$ cat src/rtl/alu_seq_if.sv
// Handshake bus for alu_seq: operation request channel (in_*, A, B, cntrl,
// set_flags) and result channel (out_*, result, flags, architectural nzcv).
// master = producer of operations / consumer of results, slave = the ALU.
interface alu_seq_if #(
  parameter int WIDTH = 64
);
  logic             in_valid;
  logic             in_ready;
  logic [WIDTH-1:0] A;
  logic [WIDTH-1:0] B;
  logic [2:0]       cntrl;
  logic             set_flags;
  logic             out_valid;
  logic             out_ready;
  logic [WIDTH-1:0] result;
  logic             negative;
  logic             zero;
  logic             overflow;
  logic             carry_out;
  logic [3:0]       nzcv;

  modport master (
    output in_valid, A, B, cntrl, set_flags, out_ready,
    input  in_ready, out_valid, result, negative, zero, overflow, carry_out, nzcv
  );

  modport slave (
    input  in_valid, A, B, cntrl, set_flags, out_ready,
    output in_ready, out_valid, result, negative, zero, overflow, carry_out, nzcv
  );
endinterface

$ cat src/rtl/alu_seq.sv
// alu_seq: registered EX-stage ALU with valid/ready handshakes and an
// architectural NZCV register.
// Ops (cntrl): 000 pass B, 001 LSL, 010 ADD, 011 SUB, 100 AND, 101 OR,
// 110 XOR, 111 MUL.
// Build option: define ALU_MUL_EN to get the iterative shift-add multiplier
// (WIDTH steps, IDLE -> MUL -> DONE). Without it, op 111 finishes in one
// cycle with result 0 and no multiplier hardware is built.
// WIDTH must be a power of two and at least 8.
module alu_seq #(
  parameter int WIDTH = 64
) (
  input  logic     clk,
  input  logic     reset,
  alu_seq_if.slave bus
);

  localparam int SHW = $clog2(WIDTH);

  localparam logic [1:0] ST_IDLE = 2'b00;
  localparam logic [1:0] ST_DONE = 2'b10;
`ifdef ALU_MUL_EN
  localparam logic [1:0] ST_MUL  = 2'b01;
  localparam logic [SHW-1:0] MUL_LAST = SHW'(WIDTH - 1);
`endif

  localparam logic [2:0] OP_PASS = 3'b000;
  localparam logic [2:0] OP_LSL  = 3'b001;
  localparam logic [2:0] OP_ADD  = 3'b010;
  localparam logic [2:0] OP_SUB  = 3'b011;
  localparam logic [2:0] OP_AND  = 3'b100;
  localparam logic [2:0] OP_OR   = 3'b101;
  localparam logic [2:0] OP_XOR  = 3'b110;
  localparam logic [2:0] OP_MUL  = 3'b111;

  logic [1:0]       state_reg;
  logic [1:0]       state_next;
  logic [WIDTH-1:0] result_reg;
  logic             neg_reg;
  logic             zero_reg;
  logic             carry_reg;
  logic             ovf_reg;
  logic             sf_reg;
  logic [3:0]       nzcv_reg;

  logic             in_ready_int;
  logic             out_valid_int;
  logic             accept;
  logic             handshake;
  logic             load_alu;

  // ---------------------------------------------------------------------
  // Single-cycle datapath
  // ---------------------------------------------------------------------

  // Logarithmic left shifter: stage gi conditionally shifts by 2**gi.
  // Only B[SHW-1:0] steer the stages, so upper B bits never affect LSL.
  logic [SHW:0][WIDTH-1:0] shl_stage;
  assign shl_stage[0] = bus.A;

  genvar gi;
  generate
    for (gi = 0; gi < SHW; gi++) begin : g_shl
      localparam int SH = 1 << gi;
      assign shl_stage[gi+1] = bus.B[gi]
                             ? {shl_stage[gi][WIDTH-SH-1:0], {SH{1'b0}}}
                             : shl_stage[gi];
    end
  endgenerate

  logic             is_sub;
  logic             is_addsub;
  logic [WIDTH-1:0] add_b;
  logic [WIDTH:0]   add_sum;
  logic [WIDTH-1:0] alu_result;
  logic             alu_neg;
  logic             alu_zero;
  logic             alu_carry;
  logic             alu_ovf;

  // Shared adder: SUB is A + ~B + 1, so carry_out = 1 means no borrow.
  always_comb begin
    is_sub    = (bus.cntrl == OP_SUB);
    is_addsub = (bus.cntrl == OP_ADD) || is_sub;
    add_b     = is_sub ? ~bus.B : bus.B;
    add_sum   = {1'b0, bus.A} + {1'b0, add_b} + {{WIDTH{1'b0}}, is_sub};
  end

  // Operation select and flag generation for the one-cycle ops.
  always_comb begin
    alu_result = '0;
    case (bus.cntrl)
      OP_PASS: alu_result = bus.B;
      OP_LSL:  alu_result = shl_stage[SHW];
      OP_ADD:  alu_result = add_sum[WIDTH-1:0];
      OP_SUB:  alu_result = add_sum[WIDTH-1:0];
      OP_AND:  alu_result = bus.A & bus.B;
      OP_OR:   alu_result = bus.A | bus.B;
      OP_XOR:  alu_result = bus.A ^ bus.B;
      OP_MUL:  alu_result = '0;
      default: alu_result = '0;
    endcase
    alu_neg   = alu_result[WIDTH-1];
    alu_zero  = (alu_result == '0);
    alu_carry = is_addsub & add_sum[WIDTH];
    // Signed overflow: both addends share a sign that the sum does not.
    alu_ovf   = is_addsub & (bus.A[WIDTH-1] == add_b[WIDTH-1])
                          & (add_sum[WIDTH-1] != bus.A[WIDTH-1]);
  end

  // ---------------------------------------------------------------------
  // Handshake control
  // ---------------------------------------------------------------------

  // DONE forwards out_ready to in_ready so a retiring result and a new op
  // can cross in the same cycle.
  always_comb begin
    in_ready_int  = (state_reg == ST_IDLE) ||
                    ((state_reg == ST_DONE) && bus.out_ready);
    out_valid_int = (state_reg == ST_DONE);
    accept        = bus.in_valid && in_ready_int;
    handshake     = out_valid_int && bus.out_ready;
  end

`ifdef ALU_MUL_EN
  // ---------------------------------------------------------------------
  // Iterative shift-add multiplier
  // ---------------------------------------------------------------------
  logic [WIDTH-1:0] mul_a_reg;
  logic [WIDTH-1:0] mul_b_reg;
  logic [WIDTH-1:0] mul_acc_reg;
  logic [SHW-1:0]   mul_cnt_reg;
  logic [WIDTH-1:0] mul_acc_next;
  logic             mul_start;
  logic             mul_last;

  // One multiplier bit per step; the multiplicand shifts left in lockstep.
  always_comb begin
    mul_start    = accept && (bus.cntrl == OP_MUL);
    mul_last     = (state_reg == ST_MUL) && (mul_cnt_reg == MUL_LAST);
    mul_acc_next = mul_acc_reg + (mul_b_reg[0] ? mul_a_reg : '0);
  end

  // Operands are latched once at accept and never re-sampled during MUL.
  always_ff @(posedge clk or posedge reset) begin
    if (reset) begin
      mul_a_reg   <= '0;
      mul_b_reg   <= '0;
      mul_acc_reg <= '0;
      mul_cnt_reg <= '0;
    end else if (mul_start) begin
      mul_a_reg   <= bus.A;
      mul_b_reg   <= bus.B;
      mul_acc_reg <= '0;
      mul_cnt_reg <= '0;
    end else if (state_reg == ST_MUL) begin
      mul_a_reg   <= mul_a_reg << 1;
      mul_b_reg   <= mul_b_reg >> 1;
      mul_acc_reg <= mul_acc_next;
      mul_cnt_reg <= mul_cnt_reg + 1'b1;
    end
  end
`endif

  // Next-state selection for IDLE / MUL / DONE.
  always_comb begin
    state_next = state_reg;
    load_alu   = 1'b0;
    case (state_reg)
      ST_IDLE, ST_DONE: begin
        if (accept) begin
`ifdef ALU_MUL_EN
          if (bus.cntrl == OP_MUL) begin
            state_next = ST_MUL;
          end else begin
            state_next = ST_DONE;
            load_alu   = 1'b1;
          end
`else
          state_next = ST_DONE;
          load_alu   = 1'b1;
`endif
        end else if (handshake) begin
          state_next = ST_IDLE;
        end
      end
`ifdef ALU_MUL_EN
      ST_MUL: begin
        if (mul_last) begin
          state_next = ST_DONE;
        end
      end
`endif
      default: state_next = ST_IDLE;
    endcase
  end

  // State register; reset aborts any in-flight operation.
  always_ff @(posedge clk or posedge reset) begin
    if (reset) begin
      state_reg <= ST_IDLE;
    end else begin
      state_reg <= state_next;
    end
  end

  // Result and flag registers: load on a one-cycle accept or on the final
  // multiply step, otherwise hold (this is what keeps DONE stable on stall).
  always_ff @(posedge clk or posedge reset) begin
    if (reset) begin
      result_reg <= '0;
      neg_reg    <= 1'b0;
      zero_reg   <= 1'b0;
      carry_reg  <= 1'b0;
      ovf_reg    <= 1'b0;
    end else if (load_alu) begin
      result_reg <= alu_result;
      neg_reg    <= alu_neg;
      zero_reg   <= alu_zero;
      carry_reg  <= alu_carry;
      ovf_reg    <= alu_ovf;
    end
`ifdef ALU_MUL_EN
    else if (mul_last) begin
      result_reg <= mul_acc_next;
      neg_reg    <= mul_acc_next[WIDTH-1];
      zero_reg   <= (mul_acc_next == '0);
      carry_reg  <= 1'b0;
      ovf_reg    <= 1'b0;
    end
`endif
  end

  // set_flags travels with the accepted op until its result retires.
  always_ff @(posedge clk or posedge reset) begin
    if (reset) begin
      sf_reg <= 1'b0;
    end else if (accept) begin
      sf_reg <= bus.set_flags;
    end
  end

  // Architectural NZCV commits only when a flag-setting result handshakes.
  always_ff @(posedge clk or posedge reset) begin
    if (reset) begin
      nzcv_reg <= 4'b0000;
    end else if (handshake && sf_reg) begin
      nzcv_reg <= {neg_reg, zero_reg, carry_reg, ovf_reg};
    end
  end

  assign bus.in_ready  = in_ready_int;
  assign bus.out_valid = out_valid_int;
  assign bus.result    = result_reg;
  assign bus.negative  = neg_reg;
  assign bus.zero      = zero_reg;
  assign bus.carry_out = carry_reg;
  assign bus.overflow  = ovf_reg;
  assign bus.nzcv      = nzcv_reg;

endmodule
$ cat src/flat_wrapper.sv
// flat-port wrapper written by rule: the top's interface ports become plain ports
module alu_seq_flat 
#(
  parameter int WIDTH = 64
)
  (clk, reset, bus_in_valid, bus_A, bus_B, bus_cntrl, bus_set_flags, bus_out_ready, bus_in_ready, bus_out_valid, bus_result, bus_negative, bus_zero, bus_overflow, bus_carry_out, bus_nzcv);
  alu_seq_if #(.WIDTH(WIDTH)) bus_i ();
  input  logic clk;
  input  logic reset;
  input wire logic [$bits(bus_i.in_valid)-1:0] bus_in_valid;
  input wire logic [$bits(bus_i.A)-1:0] bus_A;
  input wire logic [$bits(bus_i.B)-1:0] bus_B;
  input wire logic [$bits(bus_i.cntrl)-1:0] bus_cntrl;
  input wire logic [$bits(bus_i.set_flags)-1:0] bus_set_flags;
  input wire logic [$bits(bus_i.out_ready)-1:0] bus_out_ready;
  output wire logic [$bits(bus_i.in_ready)-1:0] bus_in_ready;
  output wire logic [$bits(bus_i.out_valid)-1:0] bus_out_valid;
  output wire logic [$bits(bus_i.result)-1:0] bus_result;
  output wire logic [$bits(bus_i.negative)-1:0] bus_negative;
  output wire logic [$bits(bus_i.zero)-1:0] bus_zero;
  output wire logic [$bits(bus_i.overflow)-1:0] bus_overflow;
  output wire logic [$bits(bus_i.carry_out)-1:0] bus_carry_out;
  output wire logic [$bits(bus_i.nzcv)-1:0] bus_nzcv;
  assign bus_i.in_valid = bus_in_valid;
  assign bus_i.A = bus_A;
  assign bus_i.B = bus_B;
  assign bus_i.cntrl = bus_cntrl;
  assign bus_i.set_flags = bus_set_flags;
  assign bus_i.out_ready = bus_out_ready;
  assign bus_in_ready = bus_i.in_ready;
  assign bus_out_valid = bus_i.out_valid;
  assign bus_result = bus_i.result;
  assign bus_negative = bus_i.negative;
  assign bus_zero = bus_i.zero;
  assign bus_overflow = bus_i.overflow;
  assign bus_carry_out = bus_i.carry_out;
  assign bus_nzcv = bus_i.nzcv;
  alu_seq #(.WIDTH(WIDTH)) u_core (.clk(clk), .reset(reset), .bus(bus_i));
endmodule
$ cat config.mk
export PLATFORM = sky130hd
export DESIGN_NAME = alu_seq_flat
export DESIGN_NICKNAME = d
export VERILOG_FILES = /design/src/rtl/alu_seq_if.sv /design/src/rtl/alu_seq.sv /design/src/flat_wrapper.sv
export SDC_FILE = /design/constraint.sdc
export NUM_CORES = 1
export LEC_CHECK = 0
export ABC_AREA = 1
export BUFFER_PORTS_ARGS = -buffer_cell sky130_fd_sc_hd__buf_2
export CAP_MARGIN = 20
export CORE_AREA = 2 2 237 216
export CTS_BUF_LIST = sky130_fd_sc_hd__clkbuf_4 sky130_fd_sc_hd__clkbuf_8 sky130_fd_sc_hd__clkbuf_16
export CTS_CLUSTER_DIAMETER = 40
export DETAILED_ROUTE_END_ITERATION = 16
export DIE_AREA = 0 0 239 218
export GPL_TIMING_DRIVEN = 0
export REMOVE_ABC_BUFFERS = 1
export SYNTH_ARGS = -nofsm -noshare
export SYNTH_HDL_FRONTEND = slang
export SYNTH_SLANG_ARGS = --single-unit
$ cat constraint.sdc
create_clock -name clk -period 2.9 [get_ports clk]
set_input_delay 0.58 -clock clk [delete_from_list [all_inputs] [get_ports clk]]
set_output_delay 0.58 -clock clk [all_outputs]
set_load 0.05 [all_outputs]
==> impl.org <==
** Timing
- Shortest clock period the worst path allows after layout :: 3.477 ns
- Final setup slack of the worst path :: -0.5770 ns
- Timing would allow up to 287.6 MHz.
- The number of failing hold endpoints at the final stage was 0.
- Final count of negative-setup-slack endpoints :: 28
- Dividing the final minimum period by the clock period gives 1.199.
- Setup repair after global routing could not meet its margin everywhere.
- At the pin with the least slew margin, the transition time is 1.007 ns.
- The clock arrives with 0.008570 ns of skew.
- Measured against its own limit, the worst slew margin works out to 0.3285.
- The final count of pins violating max slew is 0.
- Setup tns final :: -3.915 ns

** Run
- The tool flagged a number of max-cap violations equal to 0.

** Cells and area
- Finished layout cell area :: around 23000 um2
- Share of the core filled with cells :: 0.4701
- Number of nets in the layout :: 3682
- Compared with the post-synthesis result, the final layout area differs by 36.29%.
- After the flow finishes, the layout carries non-filler instances totaling 3991.
- Of the cells placed in the final design, the portion with a size suffix greater than 1 is 0.2594.
- Flip-flop count of the largest register, all copies and words added :: 64

** Place
- OpenSTA, run right after detailed placement, puts the worst setup slack at -2.876 ns.
- In this run the cell area measured after placement is 18880 um2.
- Post-detailed-placement half-perimeter wirelength :: 66730 um
- During placement, the flow inserted port buffers numbering 209.
- Inst Count DP :: approximately 3900
- Routability-driven placement finished with a final weighted congestion of a little under 1.

** Logic synthesis
- Measured against the total synthesized area, the mux share comes to 0.001239.
- Area share of the largest cell type after synthesis :: 0.2344
- The share of the Yosys chip area taken by registers is 0.1064.
- The largest total area in the synthesized netlist belongs to sky130_fd_sc_hd__nand2_1.
- The synthesized design contains 73 register bits.
- Syn avg cell area :: 5.456 um2
- For this run, asynchronously set or reset flops after synthesis account for 1.000.
- Share of the synthesized area in compound gates (AO/OA/AOI/OAI) :: 0.1363
- Fraction of synthesized cell area in xor and xnor cells :: 0.03265
- The Yosys step of the flow raised 0 warnings.
- Synth unique cells :: 43
- The mapped netlist covers about 17000 um2.
- Post-synthesis instance total :: 3147
- Biggest area contributors in the synthesized netlist :: sky130_fd_sc_hd__nand2_1 23%, sky130_fd_sc_hd__ha_1 15%, sky130_fd_sc_hd__nand3_1 13%
- Main synth FF type :: sky130_fd_sc_hd__dfrtp_1
- Arithmetic-cell share of the synthesized area counting full adders, half adders and majority gates :: 0.1498
- Of the total synthesized cell area, the portion taken by AND, OR, NAND and NOR gates is 0.4524.
- In this run, synthesis inferred 0 flip-flops with an integrated enable.
- By area, the combinational part of the netlist is dominated by simple AND/OR/NAND/NOR gates.

** Die
- Die Width :: roughly 240 um
- The die covers 52100 um2.
- I/O pin total :: 210
- Core area :: 49770 um2
- Row count :: 78
- Measured along the y axis, the die boundary spans 218 um.
- The initial utilization of the core area, before any placement, comes to 0.3449.

** Outcome
- The run finished, with violations left.
- Violated checks :: negative setup slack

** Power
- The share of total power dissipated in sequential elements is 0.154.
- Proportion of power drawn by combinational gates :: 0.682
- The internal power of the cells totals between 3 and 4 mW.
- Of the total power, the share spent switching nets is 0.5397.
- Power spread over the standard cell area amounts to roughly 360 nW/um2.
- The analysis attributes to net switching a power of between 4 and 5 mW.
- Fraction of power consumed by the clock network :: 0.164
- Summed over all cells, the static leakage comes to 11.76 nW.
- Maximum ir drop on the vdd rail :: 0.3097 mV

** Worst setup path
- Worst setup path category :: primary input to flop
- Cell with the biggest individual delay on the critical path :: sky130_fd_sc_hd__ha_4
- Register-to-register setup slack :: 0.37 ns
- Maximum fanout encountered on the critical timing path :: 8
- Category of cells accounting for the largest share of critical-path delay :: simple AND/OR/NAND/NOR gates
- Critical path data required time :: 3.20 ns
- The worst setup path is captured at a flop.
- CP Data Arrival Time :: about 3.8 ns
- Together, buffers and inverters on the worst path number 5.
- Walking the worst path, the cells encountered are buf_12 > nand2_8 > nor2_8 > buf_12 > buf_16 > xor2_4 > ha_4 > nand2_1 > nor2_1 > inv_1 > o21ai_2 > inv_1 > nand2_2 > nand2_1 > nand3_1 > nand3_1 > a21oi_1 > nand2_1 > a21oi_2 > nand3_4 > nor2_4 > nand3_2 > o21bai_1.
- The worst setup path is launched from a primary input.
- For this run, the slowest stage of the critical path takes about 0.32 ns.
- Most numerous cell on the critical path :: sky130_fd_sc_hd__nand2_1

** Detailed routing
- In this run, the number of DRC markers left after iteration 0 of detailed routing was between 2000 and 3000.
- Wire length reported by the detailed router :: 87120 um
- Summing over every cut layer, the via total after detailed routing is 22539.
- Residual DRC :: 0
- In this run the remaining antenna-violating nets after routing total 0.
- Dividing the detail-routed wire length by the instance count gives 21.83 um.
- Initial DRT Pass Iterations :: 6
- DR vias/cell :: between 5 and 6

** Global route
- The via count of the first global-routing pass is 20296.
- The number of antenna violations at the first check in global routing came to 5.
- Across every metal layer, demand over resource in global routing totals 0.3237.
- Entering global routing, the biggest net connects 104 pins.
- Global route overflow :: 0
- First-pass GRT wire length :: 126000 um

** Worst hold path
- Kind of path behind the tightest hold check :: primary input to async pin

** CTS
- Clock-pin slew was measured on the worst setup and hold paths at 0.07 ns.
- The later pin in the worst-skew pair is clocked with a latency of 0.38 ns.
- TritonCTS built the clock tree.
- Clock tree root buffer cell :: sky130_fd_sc_hd__clkbuf_16
- Total CTS buffers :: 9
- Deepest level of the CTS H-tree :: 3
- In this run, post-CTS hold repair placed 0 buffers.
- CTS saw 73 sinks.
- The longest clock path from root to sink contains 2 buffers.
[cells in the mapped netlist (2+ instances only)]
| library cell | n |
|---|---|
| sky130_fd_sc_hd__xor2_1 | 64 |
| sky130_fd_sc_hd__nand4_1 | 37 |
| sky130_fd_sc_hd__a211oi_1 | 24 |
| sky130_fd_sc_hd__a21oi_1 | 134 |
| sky130_fd_sc_hd__o211ai_1 | 18 |
| sky130_fd_sc_hd__inv_1 | 397 |
| sky130_fd_sc_hd__o2111ai_1 | 14 |
| sky130_fd_sc_hd__dfrtp_1 | 73 |
| sky130_fd_sc_hd__and2_1 | 5 |
| sky130_fd_sc_hd__buf_4 | 3 |
| sky130_fd_sc_hd__nand2_2 | 6 |
| sky130_fd_sc_hd__or2_2 | 4 |
| sky130_fd_sc_hd__o21a_1 | 2 |
| sky130_fd_sc_hd__a21o_1 | 2 |
| sky130_fd_sc_hd__nand2_1 | 1072 |
| sky130_fd_sc_hd__nor2_1 | 227 |
| sky130_fd_sc_hd__a221oi_1 | 15 |
| sky130_fd_sc_hd__o22ai_1 | 2 |
| sky130_fd_sc_hd__nor4_1 | 2 |
| sky130_fd_sc_hd__nor3_1 | 17 |
| sky130_fd_sc_hd__buf_2 | 37 |
| sky130_fd_sc_hd__nand3_1 | 457 |
| sky130_fd_sc_hd__inv_2 | 6 |
| sky130_fd_sc_hd__o21ai_0 | 187 |
| sky130_fd_sc_hd__ha_1 | 204 |
| sky130_fd_sc_hd__nand3b_1 | 19 |
| sky130_fd_sc_hd__clkbuf_1 | 67 |
| sky130_fd_sc_hd__buf_1 | 28 |
| sky130_fd_sc_hd__o21bai_1 | 10 |
[logic make-up (layout without fill, tap and decap cells)]
kind of cell               count (synthesis)  after routing
and+or+nand+nor                         1850           1852
buffers and inverters                    539            736
AOI/OAI and AO/OA                        414            414
adders and majority gates                205            205
DFF                                       73             73
xor gates and xnor gates                  64             64
muxes                                      2              2
other                                      0              5
[metal layers]
layer	vias to the layer above	track usage	wire length (um)
li1	10584	-	-
met1	10554	0.4401	35770
met2	1178	0.4967	37710
met3	221	0.05241	8985
met4	2	0.1558	4635
met5	-	0	19
[worst paths after layout]
path                                      start                    to  depth (start not counted)
setup / recovery                   bus_cntrl[0]       u_core.bus.zero                         23
hold / removal                            reset   u_core.state_reg[1]                          2
setup reg to reg            u_core.state_reg[1]       u_core.bus.zero                         14
hold reg to reg            u_core.bus.result[9]  u_core.bus.result[9]                          2
max in group asynchronous                 reset  u_core.bus.result[6]                          3
min in group clk                  bus_set_flags         u_core.sf_reg                          3
[layout by cell type (no fill, tap or decap), types with 38 or more instances in the layout]
| cell type | n |
|---|---|
| sky130_fd_sc_hd__nand2_1 | 905 |
| sky130_fd_sc_hd__nand3_1 | 395 |
| sky130_fd_sc_hd__inv_1 | 373 |
| sky130_fd_sc_hd__buf_2 | 201 |
| sky130_fd_sc_hd__ha_1 | 153 |
| sky130_fd_sc_hd__o21ai_0 | 150 |
| sky130_fd_sc_hd__nor2_1 | 138 |
| sky130_fd_sc_hd__nand2_2 | 135 |
| sky130_fd_sc_hd__a21oi_1 | 88 |
| sky130_fd_sc_hd__dfrtp_1 | 73 |
| sky130_fd_sc_hd__buf_4 | 68 |
| sky130_fd_sc_hd__nor2_2 | 53 |
| sky130_fd_sc_hd__nand3_2 | 45 |
| sky130_fd_sc_hd__ha_4 | 44 |
| sky130_fd_sc_hd__nor2_4 | 39 |
| sky130_fd_sc_hd__a21oi_2 | 38 |
[final cells by class]
type,count,area (um2)
inverter,404,1564
tap,640,800.8
fill,5176,26370
clock buffer,10,232.7
sequential,73,1827
timing repair buffer,315,2447
multi-input combinational,2537,16390
timing repair inverter,1,8.758
clock inverter,6,115.1
antenna,5,12.51
[power by group through the flow]
stage | sequential, mW | clock [mW] | combinational (mW)
after global placement | 1.32 | 0 | 4.42
after global routing | 1.32 | 1.43 | 6.16
after floorplan | 2.00 | 0 | 2.24
final | 1.30 | 1.39 | 5.76
after detailed placement | 1.32 | 0 | 4.48
after CTS | 1.30 | 1.40 | 5.21
[repair_timing]
action	4_1_cts	5_1_grt
endpoints found under the hold margin	0	0
pin swaps	126	100
resized for setup	490	273
cloned	10	1
setup buffers	65	15
setup endpoints to repair	64	56
[through the flow]
stage	power (mW)	hold WS, ns
6_report	8.452	0.1338
5_1_grt	8.919	0.1526
4_1_cts	7.903	0.1341
3_5_place_dp	5.797	0.4608
3_3_place_gp	5.741	0.4593
2_1_floorplan	4.240	0.4495
(Power assumes the default switching activity.)
